`src/rtl/decoder_38_seq_pkg.sv`:
```
// Purpose : shared constants and state encoding for the 3-to-8 decoder sequencer.
// Latency : n/a (types and constants only).
// Backpressure: n/a.
package decoder_38_seq_pkg;

    localparam int NUM_CH = 8;
    localparam int CH_W   = 3;

    // ST_GAP is only entered when DECODER_38_SEQ_GAP_EN is defined.
    typedef enum logic [1:0] {
        ST_IDLE  = 2'd0,
        ST_DRIVE = 2'd1,
        ST_GAP   = 2'd2
    } state_t;

endpackage

```
`src/rtl/decoder_38_seq_if.sv`:
```
// Purpose : control/status bundle between a controller and the sequencer.
// Latency : n/a (wires only).
// Backpressure: none; start is honoured only while the sequencer is idle.
// Ports: start/stop/loop/mask/dwell from master; en/a/b/c/busy/done from slave.
interface decoder_38_seq_if #(
    parameter int DWELL_W = 8
);
    import decoder_38_seq_pkg::*;

    logic               start;
    logic               stop;
    logic               loop;
    logic [NUM_CH-1:0]  mask;
    logic [DWELL_W-1:0] dwell;
    logic               en;
    logic               a;
    logic               b;
    logic               c;
    logic               busy;
    logic               done;

    modport master (
        output start, stop, loop, mask, dwell,
        input  en, a, b, c, busy, done
    );

    modport slave (
        input  start, stop, loop, mask, dwell,
        output en, a, b, c, busy, done
    );

endinterface

```
`src/rtl/decoder_38_next_ch.sv`:
```
// Purpose : find the next enabled channel above cur_ch and the lowest enabled channel.
// Latency : combinational.
// Backpressure: n/a.
// Ports: mask, cur_ch in; next_ch, has_higher, lowest_ch out.
module decoder_38_next_ch
    import decoder_38_seq_pkg::*;
(
    input  logic [NUM_CH-1:0] mask,
    input  logic [CH_W-1:0]   cur_ch,
    output logic [CH_W-1:0]   next_ch,
    output logic              has_higher,
    output logic [CH_W-1:0]   lowest_ch
);

    // Scan from the top down so the last hit wins: that leaves the lowest
    // set bit overall and the lowest set bit strictly above cur_ch.
    always_comb begin
        next_ch    = cur_ch;
        has_higher = 1'b0;
        lowest_ch  = '0;
        for (int i = NUM_CH - 1; i >= 0; i--) begin
            if (mask[i]) begin
                lowest_ch = CH_W'(i);
                if (CH_W'(i) > cur_ch) begin
                    next_ch    = CH_W'(i);
                    has_higher = 1'b1;
                end
            end
        end
    end

endmodule

```
`src/rtl/decoder_38_seq.sv`:
```
// Purpose : walk a latched channel mask in ascending order, holding each channel for dwell cycles.
// Latency : en/abc valid one cycle after an accepted start; done one cycle after the last dwell cycle or stop.
// Backpressure: start ignored while busy; stop aborts on the next edge.
// Ports: clk, rst (async, active-high); bus (slave modport: start/stop/loop/mask/dwell in, en/a/b/c/busy/done out).
// Build option: define DECODER_38_SEQ_GAP_EN for a one-cycle en=0 gap between channels.
module decoder_38_seq
    import decoder_38_seq_pkg::*;
#(
    parameter int DWELL_W = 8
) (
    input  logic             clk,
    input  logic             rst,
    decoder_38_seq_if.slave  bus
);

    state_t             state_q, state_d;
    logic [NUM_CH-1:0]  mask_q, mask_d;
    logic [DWELL_W-1:0] dwell_q, dwell_d;
    logic [DWELL_W-1:0] cnt_q, cnt_d;
    logic [CH_W-1:0]    ch_q, ch_d;
    logic               en_q, en_d;
    logic               busy_q, busy_d;
    logic               done_q, done_d;

    logic [NUM_CH-1:0]  sel_mask;
    logic [CH_W-1:0]    next_ch;
    logic               has_higher;
    logic [CH_W-1:0]    lowest_ch;
    logic [DWELL_W-1:0] dwell_eff_in;

    // In IDLE the finder looks at the live mask so the first channel can be
    // loaded on the start edge; otherwise it works on the latched copy.
    assign sel_mask     = (state_q == ST_IDLE) ? bus.mask : mask_q;
    assign dwell_eff_in = (bus.dwell == '0) ? DWELL_W'(1) : bus.dwell;

    decoder_38_next_ch u_next_ch (
        .mask       (sel_mask),
        .cur_ch     (ch_q),
        .next_ch    (next_ch),
        .has_higher (has_higher),
        .lowest_ch  (lowest_ch)
    );

    always_comb begin
        state_d = state_q;
        mask_d  = mask_q;
        dwell_d = dwell_q;
        cnt_d   = cnt_q;
        ch_d    = ch_q;
        en_d    = en_q;
        busy_d  = busy_q;
        done_d  = 1'b0;

        case (state_q)
            ST_IDLE: begin
                en_d   = 1'b0;
                ch_d   = '0;
                busy_d = 1'b0;
                cnt_d  = '0;
                // stop is deliberately ignored here so start wins a tie.
                if (bus.start) begin
                    if (bus.mask != '0) begin
                        mask_d  = bus.mask;
                        dwell_d = dwell_eff_in;
                        ch_d    = lowest_ch;
                        cnt_d   = DWELL_W'(1);
                        en_d    = 1'b1;
                        busy_d  = 1'b1;
                        state_d = ST_DRIVE;
                    end else begin
                        done_d  = 1'b1;
                    end
                end
            end

            ST_DRIVE: begin
                if (bus.stop) begin
                    state_d = ST_IDLE;
                    en_d    = 1'b0;
                    ch_d    = '0;
                    cnt_d   = '0;
                    busy_d  = 1'b0;
                    done_d  = 1'b1;
                end else if (cnt_q >= dwell_q) begin
                    if (has_higher || bus.loop) begin
                        ch_d = has_higher ? next_ch : lowest_ch;
`ifdef DECODER_38_SEQ_GAP_EN
                        // Break-before-make: select lines move while en is low.
                        state_d = ST_GAP;
                        en_d    = 1'b0;
                        cnt_d   = '0;
`else
                        en_d    = 1'b1;
                        cnt_d   = DWELL_W'(1);
`endif
                    end else begin
                        state_d = ST_IDLE;
                        en_d    = 1'b0;
                        ch_d    = '0;
                        cnt_d   = '0;
                        busy_d  = 1'b0;
                        done_d  = 1'b1;
                    end
                end else begin
                    cnt_d = cnt_q + DWELL_W'(1);
                end
            end

`ifdef DECODER_38_SEQ_GAP_EN
            ST_GAP: begin
                if (bus.stop) begin
                    state_d = ST_IDLE;
                    en_d    = 1'b0;
                    ch_d    = '0;
                    cnt_d   = '0;
                    busy_d  = 1'b0;
                    done_d  = 1'b1;
                end else begin
                    state_d = ST_DRIVE;
                    en_d    = 1'b1;
                    cnt_d   = DWELL_W'(1);
                end
            end
`endif

            default: begin
                state_d = ST_IDLE;
                en_d    = 1'b0;
                ch_d    = '0;
                cnt_d   = '0;
                busy_d  = 1'b0;
            end
        endcase
    end

    always_ff @(posedge clk or posedge rst) begin
        if (rst) begin
            state_q <= ST_IDLE;
            mask_q  <= '0;
            dwell_q <= '0;
            cnt_q   <= '0;
            ch_q    <= '0;
            en_q    <= 1'b0;
            busy_q  <= 1'b0;
            done_q  <= 1'b0;
        end else begin
            state_q <= state_d;
            mask_q  <= mask_d;
            dwell_q <= dwell_d;
            cnt_q   <= cnt_d;
            ch_q    <= ch_d;
            en_q    <= en_d;
            busy_q  <= busy_d;
            done_q  <= done_d;
        end
    end

    // Channel n drives {a,b,c} = n with a as the MSB.
    assign bus.en   = en_q;
    assign bus.a    = ch_q[2];
    assign bus.b    = ch_q[1];
    assign bus.c    = ch_q[0];
    assign bus.busy = busy_q;
    assign bus.done = done_q;

endmodule
```
`src/flat_wrapper.sv`:
```
// flat-port wrapper written by rule: the top's interface ports become plain ports
module decoder_38_seq_flat import decoder_38_seq_pkg::*;
#(
    parameter int DWELL_W = 8
)
  (clk, rst, bus_start, bus_stop, bus_loop, bus_mask, bus_dwell, bus_en, bus_a, bus_b, bus_c, bus_busy, bus_done);
  decoder_38_seq_if #(.DWELL_W(DWELL_W)) bus_i ();
  input  logic clk;
  input  logic rst;
  input wire logic [$bits(bus_i.start)-1:0] bus_start;
  input wire logic [$bits(bus_i.stop)-1:0] bus_stop;
  input wire logic [$bits(bus_i.loop)-1:0] bus_loop;
  input wire logic [$bits(bus_i.mask)-1:0] bus_mask;
  input wire logic [$bits(bus_i.dwell)-1:0] bus_dwell;
  output wire logic [$bits(bus_i.en)-1:0] bus_en;
  output wire logic [$bits(bus_i.a)-1:0] bus_a;
  output wire logic [$bits(bus_i.b)-1:0] bus_b;
  output wire logic [$bits(bus_i.c)-1:0] bus_c;
  output wire logic [$bits(bus_i.busy)-1:0] bus_busy;
  output wire logic [$bits(bus_i.done)-1:0] bus_done;
  assign bus_i.start = bus_start;
  assign bus_i.stop = bus_stop;
  assign bus_i.loop = bus_loop;
  assign bus_i.mask = bus_mask;
  assign bus_i.dwell = bus_dwell;
  assign bus_en = bus_i.en;
  assign bus_a = bus_i.a;
  assign bus_b = bus_i.b;
  assign bus_c = bus_i.c;
  assign bus_busy = bus_i.busy;
  assign bus_done = bus_i.done;
  decoder_38_seq #(.DWELL_W(DWELL_W)) u_core (.clk(clk), .rst(rst), .bus(bus_i));
endmodule
```
`config.mk`:
```
export PLATFORM = sky130hd
export DESIGN_NAME = decoder_38_seq_flat
export DESIGN_NICKNAME = d
export VERILOG_FILES = /design/src/rtl/decoder_38_seq_pkg.sv /design/src/rtl/decoder_38_seq_if.sv /design/src/rtl/decoder_38_next_ch.sv /design/src/rtl/decoder_38_seq.sv /design/src/flat_wrapper.sv
export SDC_FILE = /design/constraint.sdc
export NUM_CORES = 1
export LEC_CHECK = 0
export CAP_MARGIN = 25
export CORE_ASPECT_RATIO = 1.2
export CORE_MARGIN = 2
export CORE_UTILIZATION = 58
export DETAILED_ROUTE_END_ITERATION = 12
export HOLD_SLACK_MARGIN = 0.08
export PLACE_DENSITY = 0.85
export REMOVE_ABC_BUFFERS = 1
export SLEW_MARGIN = 20
export SYNTH_ARGS = -nofsm -noshare
export SYNTH_HDL_FRONTEND = slang
export SYNTH_SLANG_ARGS = --single-unit
export TNS_END_PERCENT = 5
```
`constraint.sdc`:
```
create_clock -name clk -period 4.8 [get_ports clk]
set_clock_uncertainty 0.1 [all_clocks]
set_input_delay 0.48 -clock clk [delete_from_list [all_inputs] [get_ports clk]]
set_output_delay 0.48 -clock clk [all_outputs]
set_load 0.05 [all_outputs]
```
==> results.md <==
* Clock period minus worst slack at 2.81 ns
* Synth Area per Inst at 9.31 um2
* Mux contribution to synthesized area at 8.16%
* CP required at 4.94 ns
* Die X-Extent at 55.2 um
* Share of total power in the clock network at 27.5%
* Maxcap violations at 0
* Max Slew Vio Count at 0
* Full die area at 3610 um2
* Critical path class: reg -> reg
* Clk Latency, worst-skew pair at 0.34 ns
* Setup_tns at 0 ns
* Vias in the first global route at 1686
* RSZ-0062 raised after global routing: false
* Slew @ Worst Pin at 0.794 ns
* Arrival time at the worst endpoint at 2.95 ns
* Post-synthesis xor/xnor area fraction at 2.88%
* Post-CTS resize count at 0
* Number of synthesized register bits at 31
* Post-CTS setup buffer count at 0
* PortBufs at 26
* Area grow syn2layout at 21.1%
* Total track usage at 26.2%
* Diode count at 0
* Most frequent cells in the layout: dfrtp_1 (31), clkdlybuf4s50_1 (26), nor2_1 (23)
* P per Cell Area at 362 nW/um2
* Simple-Gate Fraction of Synth Area at 18.8%
* Drt total wl at 4320 um
* # nets final at 256
* Endpoint type of the worst setup path: register
* Fin. Hold Viols at 0
* Sw frac at 34.1%
* Post-placement cell count at 255
* Clk sinks at 31
* RePlAce Congestion at 0.913
* Leakage power at 0.000975 uW
* Hpwl dp at 3260 um
* FMAX at 0.356 GHz
* Slew margin rel. at 47.0%
* DR iter-0 viols at 72
* Largest net degree at the start of global routing at 32
* Num CTS Buffers at 5
* Commonest non-fill, non-tap cell in the layout: dfrtp_1
* Final setup violation count at 0
* CTS tree: yes
* Synthesized-area fraction occupied by adder cells at 6.17%
* Gate power share at 29.5%
* Synth warn at 0
* WL/cell at 16.4 um
* Sequential share of power at 43.0%
* Register area share after synthesis at 42.5%
* Internal at 528 uW
* Row count at 22
* Worst IR Drop VDD at 0.000293 V
* Global route total overflow at 0
* Final Cycle Share at 58.5%
* Status: finished clean
* Compound-Gate Fraction of Synth Area at 17.8%
* CP Launch Type: register
* Detail Route Antenna Nets at 0
* Main combinational cell family by area after synthesis: simple AND/OR/NAND/NOR gates
* Psw at 273 uW
* DR pass1 iterations at 4
* Initial core utilization at 60.3%
* # DRC at 0
* Distinct cell type count after synthesis at 42
* First-pass GRT wire length at 7330 um
* Vias per cell at 6.10
* DR vias at 1604
* Ports at 27
* Hold_buf cts at 0
* Mapped cell area at 1830 um2
* Share of cells above drive strength 1 at 8.81%
* Htree depth at 2
* Initial antenna violation count at 0
* CTS Root Cell: clkbuf_4
* Core ar. at 3030 um2
* Final std cells w/o fill at 263
* Die height at 65.5 um
* Syn Inst Count at 196
* Max FO, Critical Path at 22
* Reg clk slew, reported paths at 0.11 ns
* Worst Hold Class: in -> async
* Clock buffer depth at 2
==> final cells by class <==
| cell class | instances | area [um2] |
|---|---|---|
| Clock buffer | 6 | 51.3 |
| Clock inverter | 2 | 35.0 |
| Fill cell | 244 | 817 |
| Inverter | 11 | 41.3 |
| Multi-Input combinational cell | 149 | 987 |
| Sequential cell | 31 | 776 |
| Tap cell | 36 | 45.0 |
| Timing Repair Buffer | 28 | 275 |
==> power groups by stage <==
stage	Clock, uW	Sequential (uW)	Combinational, uW
detailed placement	0	347	234
global route	235	350	262
global placement	0	344	225
CTS	222	343	236
floorplan	0	361	138
finish	220	344	236
==> cell usage after synthesis, drive strengths merged <==
master   count  area, um2
o41a         1       11.3
a2bb2oi      1       8.76
o2bb2ai      1       8.76
xnor2        1       8.76
nand2b       3       18.8
o32ai        2       17.5
mux2         7       78.8
o21a         2       15.0
nor2        23       86.3
a32o         1       10.0
a21oi       12       60.1
nand3        5       25.0
xor2         5       43.8
and3         3       18.8
nand2       16       60.1
a21boi       1       7.51
nor3b        2       15.0
ha           9        113
inv         11       41.3
o32a         1       10.0
or3          1       6.26
or4          3       22.5
nor3         7       35.0
a31oi        1       6.26
mux2i        7       70.1
or2          1       6.26
o221ai       1       8.76
dfrtp       31        776
nor2b        5       31.3
o221a        1       11.3
a31o         1       8.76
o31ai        3       22.5
clkbuf       4       15.0
o21ba        1       10.0
buf          1       11.3
a2111oi      1       8.76
o21ai       12       60.1
nor4         2       12.5
o311ai       1       8.76
a21o         3       22.5
and2         1       6.26
a211oi       1       7.51
==> logic make-up after synthesis <==
| family | after synthesis |
|---|---|
| xor+xnor | 6 |
| simple gates | 72 |
| buf+inv | 16 |
| flops | 31 |
| mux | 14 |
| compound gates | 48 |
| fa+ha+maj | 9 |
==> path summary, 6_finish.rpt <==
path | startpoint | to | slack [ns] | cells after the start
worst min register to register | u_core.bus.busy$_DFFE_PP0P_ | u_core.bus.busy$_DFFE_PP0P_ | 0.40 | 1
worst max register to register | u_core.state_q[0]$_DFFE_PP0P_ | u_core.ch_q[2]$_DFFE_PP0P_ | 1.99 | 6
min in group clk | u_core.bus.busy$_DFFE_PP0P_ | u_core.bus.busy$_DFFE_PP0P_ | 0.40 | 1
max in group asynchronous | rst | u_core.mask_q[4]$_DFFE_PP0P_ | 3.90 | 3
worst min-delay path | rst | u_core.mask_q[7]$_DFFE_PP0P_ | 0.40 | 3
worst max-delay path | u_core.state_q[0]$_DFFE_PP0P_ | u_core.ch_q[2]$_DFFE_PP0P_ | 1.99 | 6
==> critical path: stages (launching register included) <==
cell and delay [ns]:
dfrtp_1 0.87, mux2i_1 0.34, o32ai_1 0.18, or3_1 0.34
o41a_1 0.47, or2_1 0.27, o221a_2 0.13
==> registers in the layout (all words and copies together), names as in the netlist <==
name	count
u_core.bus.done	1
u_core.dwell_q	8
u_core.bus.busy	1
u_core.mask_q	8
u_core.state_q	1
u_core.cnt_q	8
u_core.bus.en	1
u_core.ch_q	3
==> through the flow <==
stage / hold slack (ns) / power, uW / setup slack, ns / cell area, um2 / util [%]
after detailed placement: 0.381 / 582 / 1.97 / 2120 / 70.2
final: 0.397 / 801 / 1.99 / 2210 / 73.0
after global placement: 0.375 / 569 / 2.05 / 2120 / 70.2
after floorplan: 0.399 / 499 / 1.74 / 1800 / -
after global routing: 0.422 / 847 / 1.80 / 2210 / 73.0
after CTS: 0.403 / 801 / 2.03 / 2210 / 73.0
==> layer usage <==
layer | global-route usage, % | part of all wire [%] | vias to the layer above
met3 | 5.91 | 4.0 | 20
li1 | - | - | 766
met4 | 14.0 | 3.3 | 0
met5 | 0 | 0 | -
met1 | 26.8 | 38 | 759
met2 | 49.3 | 55 | 59
Power figures use the tool's default switching activity.
==> variant 1 (config.mk and constraints unchanged) <==
Re-encode `state_t` (3 states) as one-hot, 3 bits wide.
--- a/src/rtl/decoder_38_seq_pkg.sv
+++ b/src/rtl/decoder_38_seq_pkg.sv
@@ -7,10 +7,10 @@
     localparam int CH_W   = 3;
 
     // ST_GAP is only entered when DECODER_38_SEQ_GAP_EN is defined.
-    typedef enum logic [1:0] {
-        ST_IDLE  = 2'd0,
-        ST_DRIVE = 2'd1,
-        ST_GAP   = 2'd2
+    typedef enum logic [2:0] {
+        ST_IDLE  = 3'b001,
+        ST_DRIVE = 3'b010,
+        ST_GAP   = 3'b100
     } state_t;
 
 endpackage
Check against the original RTL: no difference found for any inputs over 10 cycles, from zero or initial values and one cycle with rst high; not proved beyond that.
==> variant 1 against the unedited design <==
- maximum frequency shrank 6.5%
- first-iteration DRC count up 24%
- area after synthesis is 12% higher
- die area up 11%
- wire length up 3.4%
- cell area increased by 10%
- cell count grew 8.4%
- setup slack got worse by 0.19 ns
- sequential cell count rose by 1
Power is not compared: it rests on default switching activity, and its combinational part moved more than twofold at a synthesized area within 25%.
==> variant 1: results (changes against the unedited design) <==
Status
  – Run status: completed

Logic synthesis
  – Mux contribution to synthesized area: 0.0678 (-0.0137)
  – Synth Area in Adders: 0.0672 (+0.00555)
  – Yosys cell types: 54 (+29%)
  – XOR/XNOR Fraction of Synth Area: 0.0257 (-0.00311)
  – Top cells by area, synth: dfrtp_1, ha_1, o21ai_0, mux2_2, nor3_1
  – Post-synthesis sequential area ratio: 0.392 (-0.0331)
  – Compound-Gate Fraction of Synth Area: 0.218 (+0.0401)
  – Most instantiated cells after synthesis: dfrtp_1, inv_1, nand2_1, o21ai_0, nor3_1

Clock tree
  – Clock slew at reported path FFs: 0.07 ns (-0.04 ns)
  – Clk Tree Root Cell: clkbuf_8
  – Clk_lat worst skew: 0.29 ns (-0.05 ns)

Critical path
  – Cell with the largest stage delay on the worst path: ha_1
  – Cell count of the worst reg-to-reg path: 7 (+1)
  – Crit path largest cell delay: 0.72 ns (-0.15 ns)
  – Worst EP arrival: 3.07 ns (+0.12 ns)

Placement
  – DP HPWL: 3300 µm (+1.1%)
  – GP Congestion: 0.907 (-0.64%)

Routing
  – Initial DRC Count: 89 (+24%)
  – WL final: 4470 µm (+3.4%)

Global routing
  – Pin count of the biggest net entering global routing: 33 (+3.1%)
  – GR Util All Layers: 0.241 (-0.0213)
  – Vias in the first global route: 1,680 (-0.36%)

Final layout
  – Total of fill cells in the finished design: 255 (+4.5%)

Min path
  – Min-delay worst type: reg -> reg
variant 1: changes by cell type after synthesis, sizes merged, moves of 3 or more:
cell | before | now
o21ai | 12 | 19
inv | 11 | 17
buf | 1 | 4
nor2 | 23 | 12
nor3 | 7 | 14
variant 1: final timing paths:
kind | startpoint | end | slack [ns]
worst max-delay path | u_core.state_q[0]$_DFFE_PP1P_ | u_core.ch_q[2]$_DFFE_PP0P_ | 1.80
worst min-delay path | u_core.dwell_q[0]$_DFFE_PP0P_ | u_core.dwell_q[0]$_DFFE_PP0P_ | 0.39
worst max register to register | u_core.state_q[0]$_DFFE_PP1P_ | u_core.ch_q[2]$_DFFE_PP0P_ | 1.80
worst min register to register | u_core.dwell_q[0]$_DFFE_PP0P_ | u_core.dwell_q[0]$_DFFE_PP0P_ | 0.39
max in group asynchronous | rst | u_core.state_q[0]$_DFFE_PP1P_ | 3.80
min in group asynchronous | rst | u_core.mask_q[0]$_DFFE_PP0P_ | 0.48
variant 1: cell families after synthesis:
kind of cell / Yosys count
fa+ha+maj: 11
flops: 32
mux: 13
compound gates: 61
buf+inv: 24
simple gates: 72
xor+xnor: 6
variant 1: worst reg2reg max path, cell delays in order, from the launching register on:
cell and delay, ns:
dfstp_2 0.54, ha_1 0.72, mux2i_1 0.35, o21ai_1 0.13, a221oi_4 0.42, o41ai_1 0.15
a32o_1 0.29, a22o_1 0.20
variant 1: layout make-up:
class,count,share of cell area
Multi-Input combinational cell,163,0.469
Sequential cell,32,0.329
Timing Repair Buffer,28,0.113
Clock buffer,6,0.0298
Inverter,17,0.0262
Tap cell,37,0.0190
Clock inverter,2,0.0144
variant 1: power breakdown:
group          switching, µW  total, µW  internal (µW)
combinational            400        679            280
clock                   99.4        253            154
sequential              81.4        448            367
variant 1: per-layer routing:
| metal | global-route usage | vias up | share of wire |
|---|---|---|---|
| met5 | 0 | - | 0 |
| met4 | 0.0801 | 0 | 0.019 |
| met3 | 0.0507 | 8 | 0.043 |
| met2 | 0.407 | 45 | 0.51 |
| met1 | 0.300 | 819 | 0.43 |
| li1 | - | 858 | - |
variant 1: stage by stage:
stage | worst slack, ns | hold slack [ns] | instance area (µm²) | cells
finish | 1.80 | 0.392 | 2440 | 285
global route | 1.66 | 0.462 | 2440 | 285
CTS | 1.86 | 0.398 | 2440 | 285
detailed placement | 1.86 | 0.382 | 2330 | 277
global placement | 1.95 | 0.374 | 2330 | 277
floorplan | 2.01 | 0.354 | 2010 | 212
==> variant 2 (same settings) <==
Without the edit above. `CH_W`: 3 -> 6.
--- a/src/rtl/decoder_38_seq_pkg.sv
+++ b/src/rtl/decoder_38_seq_pkg.sv
@@ -4,7 +4,7 @@
 package decoder_38_seq_pkg;
 
     localparam int NUM_CH = 8;
-    localparam int CH_W   = 3;
+    localparam int CH_W   = 6;
 
     // ST_GAP is only entered when DECODER_38_SEQ_GAP_EN is defined.
     typedef enum logic [1:0] {
Function: no difference found for any inputs over 4 cycles, from zero or initial values and one cycle with rst high; that may be too few to reach the edited logic, so the function may still have changed.
==> variant 2 against the unedited design <==
- the run now ends with design-rule violations left
- sequential cell count up 3
- maximum frequency grew 3.9%
- count of clock-buffer cells in the layout grew 1
- die area rose by 14%
- cell area up 12%
- area after synthesis is 15% higher
- cell count grew 11%
- core utilization fell by 0.061 points
- setup slack better by 0.10 ns
- wire length increased by 8.4%
- power is 12% higher
- critical endpoint is now u_core.ch_q[0]$_DFFE_PP0P_
==> variant 2: results (changes against the unedited design) <==
Critical path
  – RR Endpoint: u_core.ch_q[0]$_DFFE_PP0P_
  – Critical path's top delay family: compound AO/OA/AOI/OAI gates
  – Crit path largest cell delay: 0.90 ns (+0.03 ns)
  – Worst Path Max Fanout: 24 (+9.1%)
  – Cell count of the worst reg-to-reg path: 6 (unchanged)
  – CP Data Required Time: 4.91 ns (-0.03 ns)
  – Worst setup path start: u_core.state_q[0]$_DFFE_PP0P_
  – Crit path to: u_core.ch_q[0]$_DFFE_PP0P_
  – Worst reg-to-reg setup slack: 2.10 ns (+0.10 ns)
  – Cell with the largest stage delay on the worst path: dfrtp_1

Logic synthesis
  – Most instantiated cells after synthesis: dfrtp_1, o21ai_0, inv_1, nor2_1
  – Post-synthesis sequential area ratio: 0.406 (-0.0185)
  – Ys Warns: 0 (unchanged)
  – Top cells by area, synth: dfrtp_1, ha_1, o21ai_0, mux2i_1, a21oi_1
  – Ys async rst share: 1.00 (unchanged)
  – Yosys cell types: 50 (+19%)
  – Ys flop type: dfrtp_1

Global routing
  – First-pass GRT wire length: 7780 µm (+6.2%)
  – Pin count of the biggest net entering global routing: 35 (+9.4%)
  – GR Util All Layers: 0.251 (-0.0113)
  – Initial antenna violation count: 0 (unchanged)
  – Vias in the first global route: 1,721 (+2.1%)

Final layout
  – Share of cells above drive strength 1: 0.0945 (+0.00638)
  – Reg area: 851 µm² (+9.7%)
  – Fin nets: 283 (+11%)
  – Total of fill cells in the finished design: 280 (+15%)
  – Biggest regs: u_core.cnt_q: 8 flops, u_core.dwell_q: 8 flops, u_core.mask_q: 8 flops
  – Antenna diode count: 0 (unchanged)

Clock tree
  – Clk_lat worst skew: 0.29 ns (-0.05 ns)
  – Clock slew at reported path FFs: 0.07 ns (-0.04 ns)
  – Postcts setup bufs: 0 (unchanged)
  – Htree depth: 2 (unchanged)
  – TritonCTS Buffers: 5 (unchanged)
  – Max clock buf depth: 2 (unchanged)
  – Clk Tree Root Cell: clkbuf_8
  – CTS resizes: 0 (unchanged)

Routing
  – Post-route DRC: 1 (+1)
  – Vias per cell: 6.14 (+0.63%)
  – Initial DRC Count: 104 (+44%)
  – Detailed Routing Iterations Pass 1: 8 (+4)
  – Routed wire per std cell: 16.1 µm (-2.1%)

Power and ir drop
  – Leak pwr: 0.00108 µW (+11%)
  – Worst vdd ir: 0.251 mV (-14%)

Min path
  – Endpoint, Worst Hold: u_core.bus.busy$_DFFE_PP0P_
  – Hold Crit Depth: 1
  – Min-delay src: u_core.bus.busy$_DFFE_PP0P_
  – Min-delay worst type: reg -> reg

STA
  – Slew of the pin with the lowest slew margin: 0.856 ns (+0.0612 ns)

Status
  – Run status: complete, but fails checks
  – Failing checks: design-rule violations

Placement
  – Port Buffers: 26 (unchanged)
  – GP Congestion: 0.860 (-5.8%)
  – DP HPWL: 3430 µm (+5.2%)
  – Post-placement cell area: 2390 µm² (+12%)
-- variant 2: metrics by stage --
stage                util  setup WS (ns)  cells  hold slack [ns]
CTS                 0.730           2.12    291            0.397
global placement    0.703           2.07    283            0.374
finish              0.730           2.10    291            0.389
global route        0.730           1.95    291            0.419
detailed placement  0.703           1.99    283            0.383
floorplan               -           1.71    217            0.379
-- variant 2: layer usage --
metal / global-route usage / vias up / routed length, µm
li1: - / 871 / -
met1: 0.294 / 848 / 1900
met2: 0.411 / 56 / 2470
met3: 0.0560 / 11 / 174
met4: 0.139 / 0 / 146
met5: 0 / - / 0
-- variant 2: cell families after synthesis --
group           synth area share
buf+inv                   0.0502
xor+xnor                  0.0251
simple gates               0.186
mux                       0.0604
flops                      0.406
compound gates             0.218
fa+ha+maj                 0.0538
-- variant 2: worst reg2reg max path: cells and delay by family (launching register included) --
| family | cells | cell delay, ns |
|---|---|---|
| AOI/OAI and AO/OA | 4 | 1.05 |
| DFF | 1 | 0.90 |
| and+or+nand+nor | 1 | 0.23 |
| muxes | 1 | 0.35 |
-- variant 2: layout make-up --
class,count,share of cell area
clock buffer,7,0.0348
clock inverter,1,0.00202
inverter,17,0.0258
multi-input combinational,166,0.461
sequential,34,0.343
tap,37,0.0187
timing repair buffer,29,0.114
-- variant 2: power by group --
group | total, µW | switching [µW] | internal, µW | leakage, µW
Clock | 220 | 104 | 116 | 0.0000482
Sequential | 381 | 52.3 | 328 | 0.000432
Combinational | 298 | 166 | 132 | 0.000597
Total | 899 | 323 | 576 | 0.00108
